[src/rtl/uart_pkg.sv]
// Shared UART types and constants: receiver FSM encoding, data width, counter-width helper.
package uart_pkg;

    localparam int UART_DATA_BITS = 8;

    typedef enum logic [2:0] {
        IDLE,
        START,
        DATA,
        PARITY,
        STOP,
        BREAK
    } uart_rx_state_t;

    // Bits needed to hold 0..depth-1, never less than one.
    function automatic int uart_clog2_cnt(input int depth);
        int w;
        w = 1;
        while ((1 << w) < depth) begin
            w++;
        end
        return w;
    endfunction

endpackage

[src/rtl/sync_fifo.sv]
// Single-clock FIFO with registered head output, valid/ready pop and overrun pulse; shared by UART RX and TX.
module sync_fifo #(
    parameter int DATA_W = 8,
    parameter int DEPTH  = 4
) (
    input  logic                    clk_i,
    input  logic                    rst_ni,
    input  logic                    push_i,
    input  logic [DATA_W-1:0]       push_data_i,
    input  logic                    ready_i,
    output logic [DATA_W-1:0]       head_o,
    output logic                    valid_o,
    output logic                    overrun_o,
    output logic [$clog2(DEPTH):0]  count_o
);

    localparam int PTR_W = $clog2(DEPTH);
    localparam int CNT_W = PTR_W + 1;

    logic [DATA_W-1:0] mem_q [DEPTH];
    logic [PTR_W-1:0]  rd_ptr_q, rd_ptr_d;
    logic [PTR_W-1:0]  wr_ptr_q, wr_ptr_d;
    logic [CNT_W-1:0]  count_q, count_d;
    logic [CNT_W-1:0]  count_after_pop;
    logic [DATA_W-1:0] head_q, head_d;
    logic              overrun_q, overrun_d;
    logic              full;
    logic              pop;
    logic              wr_en;

    assign full  = (count_q == CNT_W'(DEPTH));
    assign pop   = ready_i && (count_q != '0);
    assign wr_en = push_i && (!full || pop);

    always_comb begin
        rd_ptr_d        = rd_ptr_q + PTR_W'(pop);
        wr_ptr_d        = wr_ptr_q + PTR_W'(wr_en);
        count_d         = count_q + CNT_W'(wr_en) - CNT_W'(pop);
        count_after_pop = count_q - CNT_W'(pop);
        overrun_d       = push_i && full && !pop;
        // A byte pushed into an empty FIFO bypasses the array so it is at the head next cycle.
        if (count_after_pop != '0) begin
            head_d = mem_q[rd_ptr_d];
        end else if (wr_en) begin
            head_d = push_data_i;
        end else begin
            head_d = head_q;
        end
    end

    always_ff @(posedge clk_i) begin
        if (wr_en) begin
            mem_q[wr_ptr_q] <= push_data_i;
        end
    end

    always_ff @(posedge clk_i or negedge rst_ni) begin
        if (!rst_ni) begin
            rd_ptr_q  <= '0;
            wr_ptr_q  <= '0;
            count_q   <= '0;
            head_q    <= '0;
            overrun_q <= 1'b0;
        end else begin
            rd_ptr_q  <= rd_ptr_d;
            wr_ptr_q  <= wr_ptr_d;
            count_q   <= count_d;
            head_q    <= head_d;
            overrun_q <= overrun_d;
        end
    end

    assign head_o    = head_q;
    assign valid_o   = (count_q != '0);
    assign overrun_o = overrun_q;
    assign count_o   = count_q;

endmodule

[src/rtl/uart_rx_fifo.sv]
// UART0 receiver: 8N1 deserialiser (8E1 with UART_RX_PARITY_EN defined) feeding a valid/ready byte FIFO.
module uart_rx_fifo
    import uart_pkg::*;
#(
    parameter int CLKS_PER_BIT = 868,
    parameter int FIFO_DEPTH   = 4
) (
    input  logic                          clk_i,
    input  logic                          reset_ni,
    input  logic                          rx_i,
    output logic [UART_DATA_BITS-1:0]     rx_data_o,
    output logic                          rx_valid_o,
    input  logic                          rx_ready_i,
    output logic                          frame_err_o,
    output logic                          overrun_o,
    output logic                          rx_busy_o,
    output logic [$clog2(FIFO_DEPTH):0]   fifo_count_o
`ifdef UART_RX_PARITY_EN
    ,
    output logic                          parity_err_o
`endif
);

    localparam int CNT_W = uart_clog2_cnt(CLKS_PER_BIT);
    localparam int IDX_W = $clog2(UART_DATA_BITS);
    localparam logic [CNT_W-1:0] HALF_LAST = CNT_W'(CLKS_PER_BIT / 2 - 1);
    localparam logic [CNT_W-1:0] BIT_LAST  = CNT_W'(CLKS_PER_BIT - 1);

    uart_rx_state_t            state_q, state_d;
    logic                      sync1_q, sync2_q;
    logic                      rx_s;
    logic [CNT_W-1:0]          cnt_q, cnt_d;
    logic [IDX_W-1:0]          idx_q;
    logic [UART_DATA_BITS-1:0] shreg_q;
    logic                      cnt_at_half;
    logic                      cnt_at_bit;
    logic                      stop_sample;
    logic                      par_err;
    logic                      push;
    logic                      frame_err_q, frame_err_d;

    always_ff @(posedge clk_i or negedge reset_ni) begin
        if (!reset_ni) begin
            sync1_q <= 1'b1;
            sync2_q <= 1'b1;
        end else begin
            sync1_q <= rx_i;
            sync2_q <= sync1_q;
        end
    end

    assign rx_s        = sync2_q;
    assign cnt_at_half = (cnt_q == HALF_LAST);
    assign cnt_at_bit  = (cnt_q == BIT_LAST);

    always_ff @(posedge clk_i or negedge reset_ni) begin
        if (!reset_ni) begin
            state_q <= IDLE;
        end else begin
            state_q <= state_d;
        end
    end

    always_comb begin
        state_d = state_q;
        case (state_q)
            IDLE: begin
                if (!rx_s) begin
                    state_d = START;
                end
            end
            START: begin
                // A start bit that is high again at its midpoint was only a glitch.
                if (cnt_at_half) begin
                    state_d = rx_s ? IDLE : DATA;
                end
            end
            DATA: begin
                if (cnt_at_bit && (idx_q == IDX_W'(UART_DATA_BITS - 1))) begin
`ifdef UART_RX_PARITY_EN
                    state_d = PARITY;
`else
                    state_d = STOP;
`endif
                end
            end
`ifdef UART_RX_PARITY_EN
            PARITY: begin
                if (cnt_at_bit) begin
                    state_d = STOP;
                end
            end
`endif
            STOP: begin
                if (cnt_at_bit) begin
                    state_d = rx_s ? IDLE : BREAK;
                end
            end
            BREAK: begin
                if (rx_s) begin
                    state_d = IDLE;
                end
            end
            default: state_d = IDLE;
        endcase
    end

    // The bit timer restarts on every state entry and free-runs within DATA.
    always_comb begin
        if ((state_d != state_q) || (state_q == IDLE) || cnt_at_bit) begin
            cnt_d = '0;
        end else begin
            cnt_d = cnt_q + 1'b1;
        end
    end

    always_ff @(posedge clk_i or negedge reset_ni) begin
        if (!reset_ni) begin
            cnt_q   <= '0;
            idx_q   <= '0;
            shreg_q <= '0;
        end else begin
            cnt_q <= cnt_d;
            if (state_q == START) begin
                idx_q <= '0;
            end else if ((state_q == DATA) && cnt_at_bit) begin
                shreg_q[idx_q] <= rx_s;
                idx_q          <= idx_q + 1'b1;
            end
        end
    end

`ifdef UART_RX_PARITY_EN
    logic par_err_q;
    logic parity_err_q, parity_err_d;

    always_ff @(posedge clk_i or negedge reset_ni) begin
        if (!reset_ni) begin
            par_err_q <= 1'b0;
        end else if (state_q == IDLE) begin
            par_err_q <= 1'b0;
        end else if ((state_q == PARITY) && cnt_at_bit) begin
            // Even parity: the parity bit equals the XOR of the data bits.
            par_err_q <= rx_s ^ (^shreg_q);
        end
    end

    assign par_err = par_err_q;
`else
    assign par_err = 1'b0;
`endif

    always_comb begin
        stop_sample = (state_q == STOP) && cnt_at_bit;
        push        = stop_sample && rx_s && !par_err;
        frame_err_d = stop_sample && (!rx_s || par_err);
`ifdef UART_RX_PARITY_EN
        parity_err_d = stop_sample && rx_s && par_err;
`endif
    end

    always_ff @(posedge clk_i or negedge reset_ni) begin
        if (!reset_ni) begin
            frame_err_q <= 1'b0;
        end else begin
            frame_err_q <= frame_err_d;
        end
    end

`ifdef UART_RX_PARITY_EN
    always_ff @(posedge clk_i or negedge reset_ni) begin
        if (!reset_ni) begin
            parity_err_q <= 1'b0;
        end else begin
            parity_err_q <= parity_err_d;
        end
    end

    assign parity_err_o = parity_err_q;
`endif

    assign frame_err_o = frame_err_q;
    assign rx_busy_o   = (state_q != IDLE);

    sync_fifo #(
        .DATA_W (UART_DATA_BITS),
        .DEPTH  (FIFO_DEPTH)
    ) u_fifo (
        .clk_i       (clk_i),
        .rst_ni      (reset_ni),
        .push_i      (push),
        .push_data_i (shreg_q),
        .ready_i     (rx_ready_i),
        .head_o      (rx_data_o),
        .valid_o     (rx_valid_o),
        .overrun_o   (overrun_o),
        .count_o     (fifo_count_o)
    );

endmodule

[config.mk]
export PLATFORM = sky130hd
export DESIGN_NAME = uart_rx_fifo
export DESIGN_NICKNAME = d
export VERILOG_FILES = /design/src/rtl/uart_pkg.sv /design/src/rtl/sync_fifo.sv /design/src/rtl/uart_rx_fifo.sv
export SDC_FILE = /design/constraint.sdc
export NUM_CORES = 1
export LEC_CHECK = 0
export ABC_AREA = 1
export BUFFER_PORTS_ARGS = -buffer_cell sky130_fd_sc_hd__buf_2
export CORE_MARGIN = 5
export CORE_UTILIZATION = 50
export CTS_CLUSTER_SIZE = 10
export DETAILED_ROUTE_END_ITERATION = 8
export PLACE_DENSITY = 0.7
export SETUP_SLACK_MARGIN = 0.1
export SLEW_MARGIN = 20
export SYNTH_ARGS = -nofsm -noshare
export SYNTH_HDL_FRONTEND = slang
export SYNTH_SLANG_ARGS = --single-unit
[constraint.sdc]
create_clock -name clk_i -period 2.3 [get_ports clk_i]
set_input_delay 0 -clock clk_i [delete_from_list [all_inputs] [get_ports clk_i]]
set_output_delay 0 -clock clk_i [all_outputs]
set_load 0.01 [all_outputs]
==> impl_metrics.json <==
{
  "totalWireLength_mm": 6.818,
  "finalSetupViolations": 0,
  "layout-drive-gt1-share_pct": 17.30,
  "finalCritPeriodShare_pct": 89.86,
  "syn-instance-count": 351,
  "clock-root-buffer": "clkbuf_8",
  "yosysSeqAreaShare_pct": 59.23,
  "htree_levels": 3,
  "pin_count": 19,
  "max_stage_delay_ns": 0.42,
  "tns_ns": 0,
  "clkLatencyLatePin_ns": 0.34,
  "clockBufferDepth": 2,
  "avgSynthCellArea_sq_um": 9.810,
  "syn2layout_area_growth_pct": 15.08,
  "rows": 30,
  "final.min_clock_period_ns": 2.067,
  "via_count": 2466,
  "hpwl_mm": 4.924,
  "grt_first_pass_wirelength_mm": 11.78,
  "grt_max_degree": 44,
  "die_area_sq_um": 8646,
  "dr_wl_met3_um": 203,
  "drt_first_iter_violations": 150,
  "critPathMaxFanout": 6,
  "fp.dieH_um": 92.99,
  "skew_ns": 0.008121,
  "cts-buffers-inserted": 9,
  "arrival_ns": 2.29,
  "io_buffers": 18,
  "cp-end-kind": "flip-flop",
  "hold_class": "in2reg",
  "peakVddDrop_uv": 369.0,
  "cp_cell_sequence": "ha_4, nand2_1, nor2_4, nand3_4, nor3_2, nand2_2, inv_1, ha_1, inv_1, fa_1, xnor2_1",
  "final_antenna_net_count": 0,
  "diodes": 0,
  "core_area_sq_um": 6756,
  "status": "completed",
  "drv_cap": 0,
  "ys_types": 32,
  "n_fill_cell": 592,
  "track_usage_pct": 17.39,
  "critPathSlowestCell": "dfrtp_1",
  "leakage_nw": 1.846,
  "cp-start-kind": "flip-flop",
  "worst-path-buf-inv": 2,
  "ys_ff_latch": 75,
  "tightest_slew_ns": 0.9356,
  "met1_length_mm": 3.079,
  "crit_family": "adder cells",
  "die_w_um": 92.99,
  "start_util_pct": 50.96,
  "routedWlPerCell_um": 14.41,
  "fmax_mhz": 483.9,
  "cp.required_ns": 2.52,
  "antenna_found_initial": 0,
  "top_layer": "met4",
  "max_slew_margin_pct": 37.62,
  "overflow": 0,
  "hold_viol_final": 0,
  "cts_tree": "yes",
  "wl_met2_mm": 3.403,
  "drc": 0,
  "clkTransAtPathRegs_ns": 0.08,
  "cts_sinks": 75,
  "first_pass_iters": 4,
  "finalMaxSlewViolations": 0,
  "worst_path_most_repeated_cell": "inv_1",
  "nets": 402,
  "crit_type": "reg2reg",
  "gp_congestion": 0.8891,
  "synth_area_sq_um": 3443,
  "power_density_nw_per_um2": 952.6,
  "total_power_mw": 3.775,
  "grt_pass1_vias": 2531,
  "rsz0062_at_grt": "no",
  "syn-num-nets": 365,
  "ys_warn_count": 0,
  "viasPerCell": 5.214
}
sequential cells by signal, indices dropped and copies added, names as in the netlist, 2 cells and up:
register,flops
u_fifo.mem_q,32
cnt_q,10
shreg_q,8
u_fifo.head_o,8
idx_q,3
state_q,3
u_fifo.count_o,3
u_fifo.rd_ptr_q,2
u_fifo.wr_ptr_q,2
kinds of logic after synthesis:
group / after synthesis / share of synthesized area (%)
AO/OA/AOI/OAI: 32 / 5.669
adder cells (fa/ha/maj): 10 / 3.852
AND/OR/NAND/NOR: 176 / 22.67
flip-flops: 75 / 59.23
XOR/XNOR: 12 / 3.053
buffers and inverters: 46 / 5.523
synth_stat cells (all sizes together):
cell type | count | share of area (%)
nand3 | 36 | 5.9
a31oi | 1 | 0.18
clkbuf | 1 | 0.11
buf | 7 | 1.3
ha | 9 | 3.3
or2 | 1 | 0.18
o221ai | 1 | 0.25
dfrtp | 41 | 30
nor3 | 6 | 1.0
xnor2 | 3 | 0.76
inv | 38 | 4.1
o31ai | 3 | 0.65
xor2 | 9 | 2.3
o21ai | 11 | 1.6
fa | 1 | 0.58
nand4 | 5 | 0.91
edfxtp | 32 | 28
nor2 | 35 | 4.3
o211ai | 8 | 1.7
dfstp | 2 | 1.5
o21bai | 1 | 0.22
a21oi | 7 | 1.0
nor4 | 1 | 0.18
nand2 | 92 | 10
worst paths after layout:
check / startpoint / endpoint / slack [ns] / depth (start not counted)
worst max-delay path: cnt_q[0]$_DFF_PN0_ / u_fifo.count_o[2]$_DFF_PN0_ / 0.23 / 11
worst min-delay path: rx_ready_i / u_fifo.overrun_o$_DFF_PN0_ / 0.07 / 4
worst max register to register: cnt_q[0]$_DFF_PN0_ / u_fifo.count_o[2]$_DFF_PN0_ / 0.23 / 11
worst min register to register: sync1_q$_DFF_PN1_ / rx_s$_DFF_PN1_ / 0.36 / 0
max in group asynchronous: reset_ni / u_fifo.count_o[1]$_DFF_PN0_ / 1.32 / 2
min in group asynchronous: reset_ni / cnt_q[0]$_DFF_PN0_ / 0.34 / 2
power by group:
group	leakage, nW	total [mW]	internal (mW)	switching (mW)
clock	0.109	1.05	0.544	0.503
sequential	0.932	1.58	1.50	0.0844
combinational	0.806	1.14	0.447	0.698
layout make-up:
cell class	instances	area [sq um]	area share, %
clock buffer	10	137.6	3.473
tap	80	100.1	2.526
timing repair buffer	34	227.7	5.747
inverter	38	150.1	3.789
sequential	75	2041	51.50
multi-input combinational	230	1234	31.13
clock inverter	6	72.57	1.831
layout by cell type (no fill, tap or decap), types with 5 or more instances in the layout:
master and n:
a21oi_1 7, ha_1 8, nand4_1 5, dfrtp_1 40
edfxtp_1 32, clkbuf_8 10, buf_4 13, nand3_1 33
buf_2 18, nor3_1 5, inv_1 33, o211ai_1 8
o21ai_0 11, nand2_1 89, xor2_1 9, nor2_1 32
worst reg2reg max path, stage by stage, from the launching register on:
cell and delay (ns):
dfrtp_1 0.42, ha_4 0.18, nand2_1 0.11, nor2_4 0.12, nand3_4 0.12, nor3_2 0.14, nand2_2 0.07, inv_1 0.08
ha_1 0.14, inv_1 0.05, fa_1 0.38, xnor2_1 0.14
repair_timing:
action | in CTS | in global routing
hold buffers | 2 | 0
gates resized for setup | 1 | 6
buffers inserted | 0 | 4
endpoints found under the hold margin | 42 | 0
endpoints found under the setup margin | 1 | 34
pin swaps | 0 | 1
metal layers:
| layer | GRT usage [%] | vias to the layer above |
|---|---|---|
| li1 | - | 1233 |
| met1 | 23.29 | 1176 |
| met2 | 28.49 | 42 |
| met3 | 2.896 | 15 |
| met4 | 6.593 | 0 |
| met5 | 0 | - |
metrics by stage:
step                      area, sq um  instances  util, %  setup WS, ns  hold WS [ns]
after floorplan                  3443        351        -       0.03022       -0.2956
after global placement           3661        451    54.19        0.1624        0.1073
after detailed placement         3661        451    54.19        0.1070        0.1064
after CTS                        3894        469    57.63        0.1377       0.04997
after global routing             3963        473    58.65       0.09461        0.1090
final                            3963        473    58.65        0.2333       0.07064
(Power assumes the default switching activity.)
